File: config.mk
export PLATFORM = sky130hd
export DESIGN_NAME = div_sequencer
export DESIGN_NICKNAME = d
export VERILOG_FILES = /design/src/rtl/div_pkg.sv /design/src/rtl/div_operand_prep.sv /design/src/rtl/div_sequencer.sv
export SDC_FILE = /design/constraint.sdc
export NUM_CORES = 1
export LEC_CHECK = 0
export ABC_AREA = 0
export CAP_MARGIN = 0
export CORE_MARGIN = 2
export CORE_UTILIZATION = 31
export CTS_CLUSTER_SIZE = 12
export DETAILED_ROUTE_END_ITERATION = 10
export PLACE_DENSITY_LB_ADDON = 0.08
export REMOVE_ABC_BUFFERS = 1
export SLEW_MARGIN = 5
export SYNTH_ARGS = -nofsm -noshare
export SYNTH_HDL_FRONTEND = slang
export SYNTH_SLANG_ARGS = --single-unit
File: constraint.sdc
create_clock -name clk -period 17.9 [get_ports clk]
set_input_delay 2.685 -clock clk [delete_from_list [all_inputs] [get_ports clk]]
set_output_delay 2.685 -clock clk [all_outputs]
set_load 0.01 [all_outputs]
File: src/rtl/div_pkg.sv
// Shared constants and enumerations for the restoring divider sequencer.
package div_pkg;

  localparam int XLEN_DEFAULT = 32;

  // Request opcode as presented by the pcpi decode logic.
  typedef enum logic [1:0] {
    DIV  = 2'b00,
    DIVU = 2'b01,
    REM  = 2'b10,
    REMU = 2'b11
  } div_op_e;

  // Sequencer control states.
  typedef enum logic [1:0] {
    IDLE = 2'b00,
    RUN  = 2'b01,
    DONE = 2'b10
  } div_state_e;

endpackage

File: src/rtl/div_operand_prep.sv
// Combinational operand conditioning feeding the accept edge: magnitudes,
// pre-shifted divisor and the sign flags used for the final correction.
module div_operand_prep
  import div_pkg::*;
#(
  parameter int XLEN = XLEN_DEFAULT
) (
  input  logic [1:0]        op,
  input  logic [XLEN-1:0]   rs1,
  input  logic [XLEN-1:0]   rs2,
  output logic [XLEN-1:0]   dividend,
  output logic [2*XLEN-2:0] divisor,
  output logic              div_zero,
  output logic              is_rem,
  output logic              outsign_q,
  output logic              outsign_r
);

  div_op_e                op_e;
  logic                   is_signed;
  logic                   neg1;
  logic                   neg2;
  logic signed [XLEN-1:0] rs1_s;
  logic signed [XLEN-1:0] rs2_s;
  logic [XLEN-1:0]        abs2;

  assign op_e      = div_op_e'(op);
  assign is_signed = (op_e == DIV) || (op_e == REM);
  assign is_rem    = (op_e == REM) || (op_e == REMU);

  assign rs1_s     = $signed(rs1);
  assign rs2_s     = $signed(rs2);
  assign neg1      = is_signed && rs1[XLEN-1];
  assign neg2      = is_signed && rs2[XLEN-1];

  assign dividend  = neg1 ? $unsigned(-rs1_s) : rs1;
  assign abs2      = neg2 ? $unsigned(-rs2_s) : rs2;
  // Divisor starts aligned so its LSB sits at the dividend MSB.
  assign divisor   = {abs2, {(XLEN-1){1'b0}}};

  assign div_zero  = (rs2 == '0);
  // A zero divisor yields an all-ones quotient regardless of signs.
  assign outsign_q = is_signed && (rs1[XLEN-1] != rs2[XLEN-1]) && !div_zero;
  assign outsign_r = neg1;

endmodule

File: src/rtl/div_sequencer.sv
// Restoring divider controller: accepts one request, runs XLEN shift/subtract
// iterations on a 2*XLEN-1 bit divisor register, then holds the signed
// quotient or remainder until the consumer takes it.
module div_sequencer
  import div_pkg::*;
#(
  parameter int XLEN      = XLEN_DEFAULT,
  parameter bit ZERO_FAST = 1'b1
) (
  input  logic            clk,
  input  logic            reset,
  input  logic            req_valid,
  output logic            req_ready,
  input  logic [1:0]      req_op,
  input  logic [XLEN-1:0] req_rs1,
  input  logic [XLEN-1:0] req_rs2,
  output logic            rsp_valid,
  input  logic            rsp_ready,
  output logic [XLEN-1:0] rsp_data,
  output logic            busy
);

  localparam int               DW       = 2*XLEN-1;
  localparam int               CNT_W    = $clog2(XLEN);
  localparam logic [CNT_W-1:0] CNT_LAST = CNT_W'(XLEN-1);

  div_state_e        state;
  div_state_e        state_nxt;

  logic [XLEN-1:0]   dividend;
  logic [DW-1:0]     divisor;
  logic [XLEN-1:0]   quotient;
  logic [XLEN-1:0]   mask;
  logic [CNT_W-1:0]  cnt;
  logic              is_rem;
  logic              outsign_q;
  logic              outsign_r;

  logic [XLEN-1:0]   p_dividend;
  logic [DW-1:0]     p_divisor;
  logic              p_zero;
  logic              p_is_rem;
  logic              p_outsign_q;
  logic              p_outsign_r;

  logic              accept;
  logic              take;
  logic [XLEN-1:0]   dividend_nxt;
  logic [XLEN-1:0]   quotient_nxt;

  // Two's-complement negate when the result sign must be flipped.
  function automatic logic [XLEN-1:0] apply_sign(input logic neg, input logic [XLEN-1:0] val);
    logic signed [XLEN-1:0] sval;
    sval = $signed(val);
    return neg ? $unsigned(-sval) : val;
  endfunction

  div_operand_prep #(.XLEN(XLEN)) u_prep (
    .op        (req_op),
    .rs1       (req_rs1),
    .rs2       (req_rs2),
    .dividend  (p_dividend),
    .divisor   (p_divisor),
    .div_zero  (p_zero),
    .is_rem    (p_is_rem),
    .outsign_q (p_outsign_q),
    .outsign_r (p_outsign_r)
  );

  assign req_ready = (state == IDLE) && !reset;
  assign accept    = req_valid && req_ready;
  assign rsp_valid = (state == DONE);
  assign busy      = (state == RUN) || (state == DONE);

  // One restoring step: subtract when the aligned divisor fits (63-bit unsigned compare).
  assign take         = (divisor <= {{(XLEN-1){1'b0}}, dividend});
  assign dividend_nxt = take ? (dividend - divisor[XLEN-1:0]) : dividend;
  assign quotient_nxt = take ? (quotient | mask) : quotient;

  // State register; reset aborts any request in flight.
  always_ff @(posedge clk or posedge reset) begin
    if (reset) state <= IDLE;
    else       state <= state_nxt;
  end

  // Next-state selection.
  always_comb begin
    state_nxt = state;
    case (state)
      IDLE: if (accept) state_nxt = (ZERO_FAST && p_zero) ? DONE : RUN;
      RUN:  if (cnt == CNT_LAST) state_nxt = DONE;
      DONE: if (rsp_ready) state_nxt = IDLE;
      default: state_nxt = IDLE;
    endcase
  end

  // Operand capture, iteration registers and result capture.
  always_ff @(posedge clk or posedge reset) begin
    if (reset) begin
      dividend  <= '0;
      divisor   <= '0;
      quotient  <= '0;
      mask      <= '0;
      cnt       <= '0;
      is_rem    <= 1'b0;
      outsign_q <= 1'b0;
      outsign_r <= 1'b0;
      rsp_data  <= '0;
    end else begin
      case (state)
        IDLE: if (accept) begin
          dividend  <= p_dividend;
          divisor   <= p_divisor;
          quotient  <= '0;
          mask      <= {1'b1, {(XLEN-1){1'b0}}};
          cnt       <= '0;
          is_rem    <= p_is_rem;
          outsign_q <= p_outsign_q;
          outsign_r <= p_outsign_r;
          if (ZERO_FAST && p_zero)
            rsp_data <= p_is_rem ? req_rs1 : {XLEN{1'b1}};
        end
        RUN: begin
          dividend <= dividend_nxt;
          quotient <= quotient_nxt;
          divisor  <= divisor >> 1;
          mask     <= mask >> 1;
          cnt      <= cnt + 1'b1;
          if (cnt == CNT_LAST)
            rsp_data <= is_rem ? apply_sign(outsign_r, dividend_nxt)
                               : apply_sign(outsign_q, quotient_nxt);
        end
        default: ;
      endcase
    end
  end

endmodule

Word level (Yosys, flattened, before mapping) --
Index checks and enable logic that the tools add are counted. W data, S select, Z words.
Operators by class: add/subtract/negate cells 6, multiply operators 0, div/mod/pow operators 0, magnitude comparators 1, equality and inequality tests 10, shift-type cells 0, multiplexer cells 27, bitwise gates (word level) 1, reduce and logical (&&, ||, !) cells 19
Operators by type and width (count):
- $mux W32 | 14
- $pmux W32 S2 | 4
- $neg A32 Y32 | 4
- $pmux W63 S2 | 1
- $le A63 B32 Y1 | 1
- $mux W63 | 1
- $logic_not A32 Y1 | 1
- $or A32 B32 Y32 | 1
- $sub A32 B32 Y32 | 1
- $pmux W5 S2 | 1
- $mux W2 | 4
- $eq A2 B2 Y1 const B | 3
- $logic_and A1 B1 Y1 | 6
- $ne A2 B1 Y1 const B | 3
- $pmux W2 S3 | 1
- $add A5 B1 Y5 const B | 1
- $eq A5 B5 Y1 const B | 1
- $mux W5 | 1
- $logic_not A2 Y1 | 2
- $reduce_and A2 Y1 | 2
- $reduce_and A4 Y1 | 1
- $logic_or A1 B1 Y1 | 3
- $reduce_and A3 Y1 | 1
- $eq A2 B1 Y1 const B | 1
- other kinds (4) | 5
Storage, ports and cells: register bits 201, latch bits 0, bits in writable memories 0, ROM bits 0, input bits 70, output and inout bits 35, word-level logic and storage cells 74, memories kept 0

Longest topological paths before layout --
Gate-level depths: netlist (run 1).
depth after elaboration 7, mapped depth 23, depth with buffers taken out 19

Modules after synthesis --
A second synthesis (run 1) with hierarchy kept.
Second synthesis, totals: cells, all modules 1982, area total of the unflattened synthesis 16144.2 µm²
Modules (own cells, without submodules):
- div_sequencer | instances 1, cells each 1732, area an instance 14452.6 µm², seq. area each 5029.8 µm²
- div_operand_prep | instances 1, cells each 250, area an instance 1691.6 µm², seq. area each 0.0 µm²

Least setup slack after synthesis (run 1) --
OpenSTA, ideal clock, no wires.
path kind input-to-output, from input reset, to output req_ready, arrival 2.913 ns, data required time 15.215 ns, path slack 12.302 ns, stages 1, buffers on the path 0, path through nor2b_1
On the way: longest elaborated chain between the ends 2
RTL lines:
- start, declared | RTL line div_sequencer.sv:11 | input logic reset,
- $logic_not A1 Y1 (no line)
- $logic_and A1 B1 Y1 | RTL line div_sequencer.sv:70 | assign req_ready = (state == IDLE) && !reset;
- end, declared | RTL line div_sequencer.sv:13 | output logic req_ready,
No other way between the ends.

Worst setup path after layout (run 1) --
from input req_rs2[3], to register rsp_data[19]
On the way: longest elaborated chain between the ends 3
RTL lines:
- start, declared | RTL line div_sequencer.sv:16 | input logic [XLEN-1:0] req_rs2,
- $logic_not A32 Y1 | RTL line div_operand_prep.sv:41 | assign div_zero = (rs2 == '0);
- $ne A2 B1 Y1 (no line)
- $reduce_and A4 Y1 (no line)
- end signal, assigned | RTL line div_sequencer.sv:121 | rsp_data <= p_is_rem ? req_rs1 : {XLEN{1'b1}};
- end signal, assigned | RTL line div_sequencer.sv:130 | rsp_data <= is_rem ? apply_sign(outsign_r, dividend_nxt)
- end, declared | RTL line div_sequencer.sv:19 | output logic [XLEN-1:0] rsp_data,
No other way between the ends. A chain may end at the register's enable or synchronous reset.

==> flow_metrics.env, run 1 <==
export IMPL_routabilityCongestion=0.877
export IMPL_crit_family="simple AND/OR/NAND/NOR gates"
export IMPL_cts_path_max_buffers=3
export IMPL_setup_viol=0
export IMPL_cp_slowest_cell="nor2_2"
export IMPL_port_buffers=104
export IMPL_hold_ws_ns=0.486
export IMPL_power_leakage_uw=0.00708
export IMPL_post_cts_buffers=0
export IMPL_clock_sinks=201
export IMPL_p_int_uw=1440
export IMPL_antenna_found_initial=1
export IMPL_path_max_fanout=23
export IMPL_design_core_area_um2=47500
export IMPL_root_buffer="clkbuf_16"
export IMPL_crit_arrival_ns=7.11
export IMPL_critPathBufInv=1
export IMPL_cellPowerDensity_nw_per_um2=159
export IMPL_cp_end_kind="register"
export IMPL_drt_wirelength_per_cell_um=21.4
export IMPL_final_common_cell="a21oi_1"
export IMPL_io_pins=105
export IMPL_seq_power_share_pct=26.1
export IMPL_grt_pass1_vias=13600
export IMPL_finalCriticalPeriod_ns=6.67
export IMPL_hold_viol=0
export IMPL_fillCellCount=4896
export IMPL_rows=80
export IMPL_swShare_pct=47.7
export IMPL_pwr_share_clk_pct=20.2
export IMPL_crit_path_start_kind="primary input"
export IMPL_drive_above_1_share_pct=5.58
export IMPL_clock_latency_ns=0.56
export IMPL_final_max_slew_viol_count=0
export IMPL_drv_cap=0
export IMPL_drtIter0Drc=1149
export IMPL_fin_nets=2023
export IMPL_setup_tns_ns=0
export IMPL_synth_edf_count=0
export IMPL_path_clk_slew_ns=0.06
export IMPL_netlist_area_um2=14900
export IMPL_finalClockSkew_ns=0.0123
export IMPL_max_freq_mhz=150
export IMPL_h_tree_depth=1
export IMPL_drt_pass1_iter_count=5
export IMPL_viasPerCell=5.58
export IMPL_num_vias=14000
export IMPL_initial_core_util_pct=31.3
export IMPL_cts_tree="done"
export IMPL_drc=0
export IMPL_drt_wl_total_um=53800
export IMPL_status="complete, no violations"
export IMPL_synth_flop_cell="dfrtp_1"
export IMPL_antenna_left=0
export IMPL_combPwrFrac_pct=53.7
export IMPL_globalRoute_totalOverflow=0
export IMPL_slew_headroom_pct=17.2
export IMPL_dieArea_um2=49700
export IMPL_worst_path_largest_cell_delay_ns=0.76
export IMPL_grt_pass1_wl_um=83500
export IMPL_critical_path_class="primary input to register"
export IMPL_die_w_um=223
export IMPL_peakVddDrop_mv=0.0967
export IMPL_fin_crit_sh_pct=37.3
export IMPL_postSynthAreaPerCell_um2=8.10
export IMPL_die_height_um=223
export IMPL_worstPathRequired_ns=18.33
export IMPL_synth_distinct_cells=90
export IMPL_tightest_slew_ns=1.24
export IMPL_postCtsHoldBufs=0
export IMPL_ys_seq_elements=201
export IMPL_numCtsBuffers=27
export IMPL_p_sw_uw=1320
export IMPL_hold_class="register to register"
export IMPL_track_usage_pct=21.4
export IMPL_place_detailed_hpwl_um=40000
export IMPL_syn_inst=1836
export IMPL_pre_cts_ws_ns=10.68
export IMPL_cts_resized=0
export IMPL_grt_max_degree=106
export IMPL_yosys_warnings=0
export IMPL_synth_async_reset_ratio_pct=100
export IMPL_layout_common_cells="205 x a21oi_1, 201 x dfrtp_1, 182 x nand2_1"
export IMPL_seq_area_frac_synth_pct=33.8
export IMPL_rsz0062_at_grt="no"
export IMPL_crit_chain="clkdlybuf4s50_1 -> nor4_1 -> nand2_1 -> nor4_2 -> and3_1 -> nand3_1 -> nor4_1 -> a21oi_1 -> nor2_2 -> and3_1 -> a21boi_0 -> a21oi_1"
export IMPL_fin_ws_ns=11.23
export IMPL_area_growth_pct=16.7
==> flip-flops by register name, summed over array words and instances, names as in the netlist <==
register / flops
outsign_q: 1
is_rem: 1
quotient: 32
cnt: 5
rsp_data: 32
state: 2
mask: 32
divisor: 63
dividend: 32
outsign_r: 1
==> final timing paths <==
check / startpoint / endpoint / slack, ns / cells after the start
min in group asynchronous: reset / divisor[52]$_DFFE_PP0P_ / 2.64 / 2
worst min-delay path: rsp_data[6]$_DFFE_PP0P_ / rsp_data[6]$_DFFE_PP0P_ / 0.49 / 2
worst max register to register: dividend[7]$_DFFE_PP0P_ / rsp_data[24]$_DFFE_PP0P_ / 12.17 / 20
max in group asynchronous: reset / divisor[6]$_DFFE_PP0P_ / 13.92 / 3
worst min register to register: rsp_data[6]$_DFFE_PP0P_ / rsp_data[6]$_DFFE_PP0P_ / 0.49 / 2
worst max-delay path: req_rs2[3] / rsp_data[19]$_DFFE_PP0P_ / 11.23 / 12
==> synth_stat cells, types with 4 or more instances <==
cell / n / area share [%]
a21oi_1: 206 / 6.9
dfrtp_1: 201 / 34
nand2_1: 183 / 4.6
nor2_1: 179 / 4.5
o21ai_0: 142 / 4.8
inv_1: 93 / 2.3
clkbuf_1: 74 / 1.9
ha_1: 72 / 6.1
xor2_1: 69 / 4.1
xnor2_1: 67 / 3.9
nor3_1: 51 / 1.7
o22ai_1: 45 / 1.9
a22o_1: 42 / 2.5
o31ai_1: 28 / 1.4
nor4_1: 26 / 1.1
o221ai_1: 24 / 1.4
or3_1: 23 / 0.97
buf_2: 19 / 0.64
nand3_1: 18 / 0.61
nand4_1: 17 / 0.71
o21ai_1: 16 / 0.54
nand2b_1: 15 / 0.63
a211oi_1: 14 / 0.71
buf_1: 13 / 0.33
o211ai_1: 13 / 0.66
a21o_1: 12 / 0.61
a222oi_1: 12 / 0.81
nor2b_1: 11 / 0.46
a31oi_1: 10 / 0.42
and3_1: 9 / 0.38
o41ai_1: 9 / 0.53
mux2i_1: 8 / 0.54
nand3b_1: 7 / 0.35
or4_1: 7 / 0.35
a22oi_1: 6 / 0.30
o21a_1: 5 / 0.25
a21boi_0: 4 / 0.20
a221oi_1: 4 / 0.24
and2_1: 4 / 0.17
o21bai_1: 4 / 0.20
or2_2: 4 / 0.17
==> worst reg2reg max path, delay by kind of cell, from the launching register on <==
| family | cells | cell delay (ns) |
|---|---|---|
| compound gates | 9 | 2.79 |
| flops | 1 | 0.49 |
| buf+inv | 2 | 0.40 |
| xor+xnor | 1 | 0.24 |
| fa+ha+maj | 2 | 0.70 |
| simple gates | 6 | 1.05 |
==> layout make-up <==
cell class	instances	area, µm²	area share [%]
clock buffers	32	714	4.12
clock inverters	16	185	1.07
inverters	94	365	2.10
flip-flops and latches	201	5030	29.0
diodes	1	2.50	0.0144
multi-input cells	1434	9120	52.5
repair buffers	122	1180	6.77
well taps	615	769	4.43
==> kinds of logic after synthesis <==
| kind of cell | after synthesis | synth area share (%) |
|---|---|---|
| AO/OA/AOI/OAI | 640 | 27.7 |
| AND/OR/NAND/NOR | 575 | 18.3 |
| buffers and inverters | 201 | 5.29 |
| flip-flops | 201 | 33.8 |
| XOR/XNOR | 136 | 8.01 |
| adder cells (fa/ha/maj) | 73 | 6.19 |
| multiplexers | 10 | 0.690 |
==> power by group through the flow <==
stage	Combinational, µW	Sequential, µW	Clock (µW)
floorplan	952	690	0
global placement	1460	728	0
detailed placement	1470	727	0
CTS	1480	720	572
global route	1640	737	590
finish	1480	721	557
==> per-stage QoR <==
step	instances	cell area [µm²]	power, µW	utilization, %
2_1_floorplan	1729	14400	1640	-
3_3_place_gp	2466	16500	2190	34.6
3_5_place_dp	2466	16500	2190	34.6
4_1_cts	2514	17400	2770	36.5
5_1_grt	2515	17400	2960	36.5
6_report	2515	17400	2760	36.5
==> per-layer routing <==
layer | wire length, µm | vias up | GRT usage [%]
li1 | - | 6768 | -
met2 | 24100 | 347 | 33.6
met3 | 2260 | 52 | 1.92
met1 | 26500 | 6856 | 31.8
met4 | 972 | 0 | 4.70
met5 | 0 | - | 0
Note: power is estimated with default switching activity, not from simulation.
==> run 2: changes to the inputs <==
clock period = 5.7 ns   (was 17.9 ns; I/O delays follow)
==> flow_metrics.env, run 2 (same netlist as run 1, synthesis figures left out) <==
export IMPL_final_max_slew_viol_count=0
export IMPL_peakVddDrop_mv=0.228
export IMPL_fin_ws_ns=0.606
export IMPL_antenna_left=0
export IMPL_tightest_slew_ns=1.05
export IMPL_max_freq_mhz=196
export IMPL_port_buffers=104
export IMPL_worstPathRequired_ns=6.12
export IMPL_cts_path_max_buffers=3
export IMPL_totalPowerFinal_uw=8820
export IMPL_finalClockSkew_ns=0.0227
export IMPL_numCtsBuffers=27
export IMPL_r2r_start="dividend[10]$_DFFE_PP0P_"
export IMPL_final_common_cell="a21oi_1"
export IMPL_slew_headroom_pct=29.1
export IMPL_clock_latency_ns=0.56
export IMPL_seqCellArea_um2=5030
export IMPL_place_detailed_hpwl_um=41200
export IMPL_rr_worst_depth=19
export IMPL_routabilityCongestion=0.857
export IMPL_drive_above_1_share_pct=6.22
export IMPL_initial_core_util_pct=31.3
export IMPL_io_pins=105
export IMPL_setup_tns_ns=0
export IMPL_hold_class="register to register"
export IMPL_status="complete, no violations"
export IMPL_grt_max_degree=126
export IMPL_hold_ws_ns=0.486
export IMPL_largest_reg_flops=63
export IMPL_path_clk_slew_ns=0.06
export IMPL_fin_crit_sh_pct=89.4
export IMPL_timing_rr_end="rsp_data[30]$_DFFE_PP0P_"
export IMPL_num_vias=14100
export IMPL_critical_path_class="register to register"
export IMPL_post_cts_buffers=0
export IMPL_hold_viol=0
export IMPL_drt_wl_total_um=55200
export IMPL_finalCriticalPeriod_ns=5.09
export IMPL_drtIter0Drc=1196
export IMPL_crit_path_start_kind="register"
export IMPL_h_tree_depth=1
export IMPL_rows=80
export IMPL_postCtsHoldBufs=0
export IMPL_cts_tree="done"
export IMPL_regMostFlops="divisor"
export IMPL_drc=0
export IMPL_die_w_um=223
export IMPL_fin_nets=2035
export IMPL_setup_viol=0
export IMPL_track_usage_pct=22.0
export IMPL_globalRoute_totalOverflow=0
export IMPL_crit_path_end="rsp_data[30]$_DFFE_PP0P_"
export IMPL_grt_pass1_vias=13700
export IMPL_design_core_area_um2=47500
export IMPL_viasPerCell=5.58
export IMPL_drv_cap=0
export IMPL_cts_resized=0
export IMPL_fillCellCount=4928
export IMPL_reg2reg_setup_slack_ns=0.61
export IMPL_cp_end_kind="register"
export IMPL_layout_common_cells="205 x a21oi_1, 201 x dfrtp_1, 182 x nand2_1"
export IMPL_startpoint="dividend[10]$_DFFE_PP0P_"
export IMPL_drt_wirelength_per_cell_um=21.8
export IMPL_root_buffer="clkbuf_16"
export IMPL_die_height_um=223
export IMPL_area_growth_pct=17.8
export IMPL_grt_pass1_wl_um=85900
export IMPL_crit_arrival_ns=5.51
export IMPL_drt_pass1_iter_count=5
export IMPL_power_leakage_uw=0.00716
export IMPL_dieArea_um2=49700
export IMPL_clock_sinks=201
export IMPL_multi_input_area_um2=9110
export IMPL_antenna_found_initial=1
export IMPL_path_max_fanout=10
export IMPL_rsz0062_at_grt="no"
export IMPL_cellPowerDensity_nw_per_um2=503
export IMPL_pre_cts_ws_ns=0.611
[run 2: changes by cell type in the layout (fill, tap and decap cells not counted)]
cell	delta
buf_12	+3
buf_4	+9
bufinv_16	+1
clkinv_2	-3
clkinv_4	+2
clkinvlp_4	+1
nor2_2	+1
nor2_4	-1
[run 2: worst min-delay path by stage]
stage	startpoint	end	slack, ns	depth (start not counted)
final	rsp_data[11]$_DFFE_PP0P_	rsp_data[11]$_DFFE_PP0P_	0.49	2
after global routing	rsp_data[5]$_DFFE_PP0P_	rsp_data[5]$_DFFE_PP0P_	0.51	2
after CTS	rsp_data[11]$_DFFE_PP0P_	rsp_data[11]$_DFFE_PP0P_	0.48	2
after detailed placement	rsp_data[11]$_DFFE_PP0P_	rsp_data[11]$_DFFE_PP0P_	0.47	2
after global placement	rsp_data[2]$_DFFE_PP0P_	rsp_data[2]$_DFFE_PP0P_	0.47	2
after floorplan	cnt[2]$_DFFE_PP0P_	cnt[2]$_DFFE_PP0P_	0.46	1
[run 2: area by class of cell]
cell class	instances	area share [%]
antenna	1	0.0143
timing repair buffer	134	7.44
tap	615	4.39
clock buffer	32	4.08
clock inverter	17	1.29
inverter	94	2.08
multi-input combinational	1434	52.0
sequential	201	28.7
[run 2: power breakdown]
part / total, µW / switching, µW / internal, µW
sequential: 2210 / 395 / 1810
clock: 1830 / 709 / 1120
combinational: 4780 / 3100 / 1680
[run 2: worst max-delay path, cell delays in order, from the launching register on]
cell      delay (ns)
dfrtp_1         0.47
inv_1           0.12
ha_1            0.50
nand4_1         0.29
o211ai_1        0.22
nand3_1         0.13
o211ai_2        0.20
o211a_1         0.37
nor2_4          0.11
a21oi_1         0.27
ha_1            0.21
nand2_1         0.11
or3_1           0.38
a31oi_1         0.24
buf_4           0.20
nand2_1         0.13
o41ai_1         0.50
xor2_1          0.14
a221oi_1        0.26
o31ai_1         0.11
[run 2: through the flow]
stage / utilization (%) / area, µm² / std cells
4_1_cts: 36.9 / 17500 / 2527
6_report: 36.9 / 17500 / 2528
3_3_place_gp: 34.9 / 16600 / 2478
5_1_grt: 36.9 / 17500 / 2528
3_5_place_dp: 34.9 / 16600 / 2478
2_1_floorplan: - / 14400 / 1729
[run 2: routing by layer]
layer / share of wire (%) / track usage [%] / vias up / routed length, µm
li1: - / - / 6796 / -
met1: 50 / 33.2 / 6937 / 27600
met2: 44 / 33.9 / 324 / 24400
met3: 3.8 / 2.00 / 51 / 2110
met4: 1.9 / 4.94 / 0 / 1060
met5: 0 / 0 / - / 0
==> run 3: changes to the inputs <==
CELL_PAD_IN_SITES_DETAIL_PLACEMENT = 0   (was default)
CELL_PAD_IN_SITES_GLOBAL_PLACEMENT = 1   (was default)
==> flow_metrics.env, run 3 (same netlist as run 1, synthesis figures left out) <==
export IMPL_place_detailed_hpwl_um=42100
export IMPL_path_max_fanout=10
export IMPL_hold_class="register to register"
export IMPL_num_vias=14000
export IMPL_drc=0
export IMPL_layout_common_cells="205 x a21oi_1, 201 x dfrtp_1, 182 x nand2_1"
export IMPL_reg2reg_setup_slack_ns=0.40
export IMPL_viasPerCell=5.56
export IMPL_drt_wirelength_per_cell_um=22.3
export IMPL_drtIter0Drc=1175
export IMPL_setup_viol=0
export IMPL_grt_max_degree=112
export IMPL_fillCellCount=4975
export IMPL_track_usage_pct=22.7
export IMPL_finalNonFillerCells=2527
export IMPL_tightest_slew_ns=1.15
export IMPL_crit_family="compound AO/OA/AOI/OAI gates"
export IMPL_cts_tree="done"
export IMPL_power_leakage_uw=0.00716
export IMPL_p_sw_uw=4240
export IMPL_cp_end_kind="register"
export IMPL_cellPowerDensity_nw_per_um2=503
export IMPL_dp_cells=2477
export IMPL_max_freq_mhz=189
export IMPL_crit_arrival_ns=5.75
export IMPL_critPathBufInv=2
export IMPL_min_path_cells=2
export IMPL_peakVddDrop_mv=0.210
export IMPL_clock_sinks=201
export IMPL_port_buffers=104
export IMPL_die_height_um=223
export IMPL_r2r_start="dividend[10]$_DFFE_PP0P_"
export IMPL_cp_slowest_cell="o41ai_1"
export IMPL_io_pins=105
export IMPL_path_clk_slew_ns=0.06
export IMPL_numCtsBuffers=27
export IMPL_status="complete, no violations"
export IMPL_rr_worst_depth=19
export IMPL_dpl_instance_area_um2=16600
export IMPL_swShare_pct=48.1
export IMPL_drv_cap=0
export IMPL_worst_hold_path_endpoint="rsp_data[6]$_DFFE_PP0P_"
export IMPL_fin_crit_sh_pct=93.1
export IMPL_crit_path_start_kind="register"
export IMPL_final_common_cell="a21oi_1"
export IMPL_grt_pass1_vias=13800
export IMPL_worstPathRequired_ns=6.15
export IMPL_hold_viol=0
export IMPL_largest_reg_flops=63
export IMPL_initial_core_util_pct=31.3
export IMPL_die_w_um=223
export IMPL_grt_pass1_wl_um=87500
export IMPL_crit_chain="inv_1 -> ha_1 -> nand4_1 -> o211ai_1 -> nand3_1 -> o211ai_2 -> o211a_1 -> nor2_4 -> a21oi_1 -> ha_1 -> nand2_1 -> or3_1 -> a31oi_2 -> buf_4 -> nand2_1 -> o41ai_1 -> xor2_1 -> a221oi_1 -> o31ai_1"
export IMPL_slew_headroom_pct=22.8
export IMPL_combPwrFrac_pct=53.9
export IMPL_rsz0062_at_grt="no"
export IMPL_rows=80
export IMPL_timing_rr_end="rsp_data[30]$_DFFE_PP0P_"
export IMPL_hp_start="rsp_data[6]$_DFFE_PP0P_"
export IMPL_drt_pass1_iter_count=7
export IMPL_area_growth_pct=17.8
export IMPL_p_int_uw=4570
export IMPL_final_area_um2=17500
export IMPL_h_tree_depth=1
export IMPL_clock_latency_ns=0.58
export IMPL_pwr_share_clk_pct=20.8
export IMPL_root_buffer="clkbuf_16"
export IMPL_globalRoute_totalOverflow=0
export IMPL_regMostFlops="divisor"
export IMPL_routabilityCongestion=0.857
export IMPL_dieArea_um2=49700
export IMPL_antenna_found_initial=1
export IMPL_seq_power_share_pct=25.3
export IMPL_finalCriticalPeriod_ns=5.30
export IMPL_worst_path_largest_cell_delay_ns=0.54
export IMPL_antenna_left=0
export IMPL_final_max_slew_viol_count=0
export IMPL_design_core_area_um2=47500
export IMPL_finalClockSkew_ns=0.0195
export IMPL_cts_path_max_buffers=3
export IMPL_post_cts_buffers=0
export IMPL_fin_nets=2034
export IMPL_drive_above_1_share_pct=6.23
export IMPL_drt_wl_total_um=56500
export IMPL_critical_path_class="register to register"
==> run 3: power groups by stage <==
stage | Combinational (µW) | Clock [µW] | Sequential, µW
after global routing | 5230 | 1940 | 2280
final | 4750 | 1830 | 2230
after detailed placement | 4690 | 0 | 2250
after global placement | 4740 | 0 | 2240
after floorplan | 2990 | 0 | 2170
after CTS | 4730 | 1880 | 2230
==> run 3: final cells by class <==
| type | count | area (µm²) | area share (%) |
|---|---|---|---|
| Clock buffer | 32 | 734 | 4.19 |
| Inverter | 94 | 365 | 2.09 |
| Tap cell | 615 | 769 | 4.39 |
| Clock inverter | 16 | 213 | 1.21 |
| Timing Repair Buffer | 133 | 1280 | 7.33 |
| Sequential cell | 201 | 5030 | 28.7 |
| Multi-Input combinational cell | 1434 | 9120 | 52.0 |
| Antenna cell | 2 | 5.00 | 0.0286 |
==> run 3: what timing repair did <==
item                                    4_1_cts  5_1_grt
endpoints found under the setup margin        0        1
resized for setup                             0        1
hold buffers                                  0        0
==> run 3: how the worst max path moves through the flow <==
stage	end	start	cells past startpoint
4_1_cts	rsp_data[30]$_DFFE_PP0P_	dividend[10]$_DFFE_PP0P_	19
5_1_grt	rsp_data[24]$_DFFE_PP0P_	dividend[10]$_DFFE_PP0P_	19
2_1_floorplan	rsp_data[22]$_DFFE_PP0P_	dividend[10]$_DFFE_PP0P_	17
3_3_place_gp	rsp_data[30]$_DFFE_PP0P_	dividend[10]$_DFFE_PP0P_	19
6_report	rsp_data[30]$_DFFE_PP0P_	dividend[10]$_DFFE_PP0P_	19
3_5_place_dp	rsp_data[30]$_DFFE_PP0P_	dividend[10]$_DFFE_PP0P_	19
==> run 3: worst reg2reg max path, stage by stage, from the launching register on <==
cell,delay (ns)
dfrtp_1,0.47
inv_1,0.10
ha_1,0.48
nand4_1,0.24
o211ai_1,0.19
nand3_1,0.13
o211ai_2,0.21
o211a_1,0.34
nor2_4,0.13
a21oi_1,0.34
ha_1,0.24
nand2_1,0.11
or3_1,0.41
a31oi_2,0.32
buf_4,0.21
nand2_1,0.14
o41ai_1,0.54
xor2_1,0.17
a221oi_1,0.28
o31ai_1,0.11
==> run 3: routing by layer <==
layer  up-vias  share of wire, %  track usage [%]
li1       6786                 -                -
met1      6858                51             34.6
met2       345                43             33.8
met3        58               4.5             2.96
met4         0               1.9             4.94
met5         -                 0                0
==> run 3: stage by stage <==
stage               util [%]  setup WS (ns)  total power [µW]  hold slack [ns]  TNS [ns]
global route            36.8         0.0390              9460            0.510         0
CTS                     36.8          0.479              8840            0.488         0
global placement        34.8          0.457              6980            0.464         0
detailed placement      34.8          0.505              6940            0.473         0
floorplan                  -          -1.02              5160            0.459   -148.58
finish                  36.8          0.396              8810            0.480         0
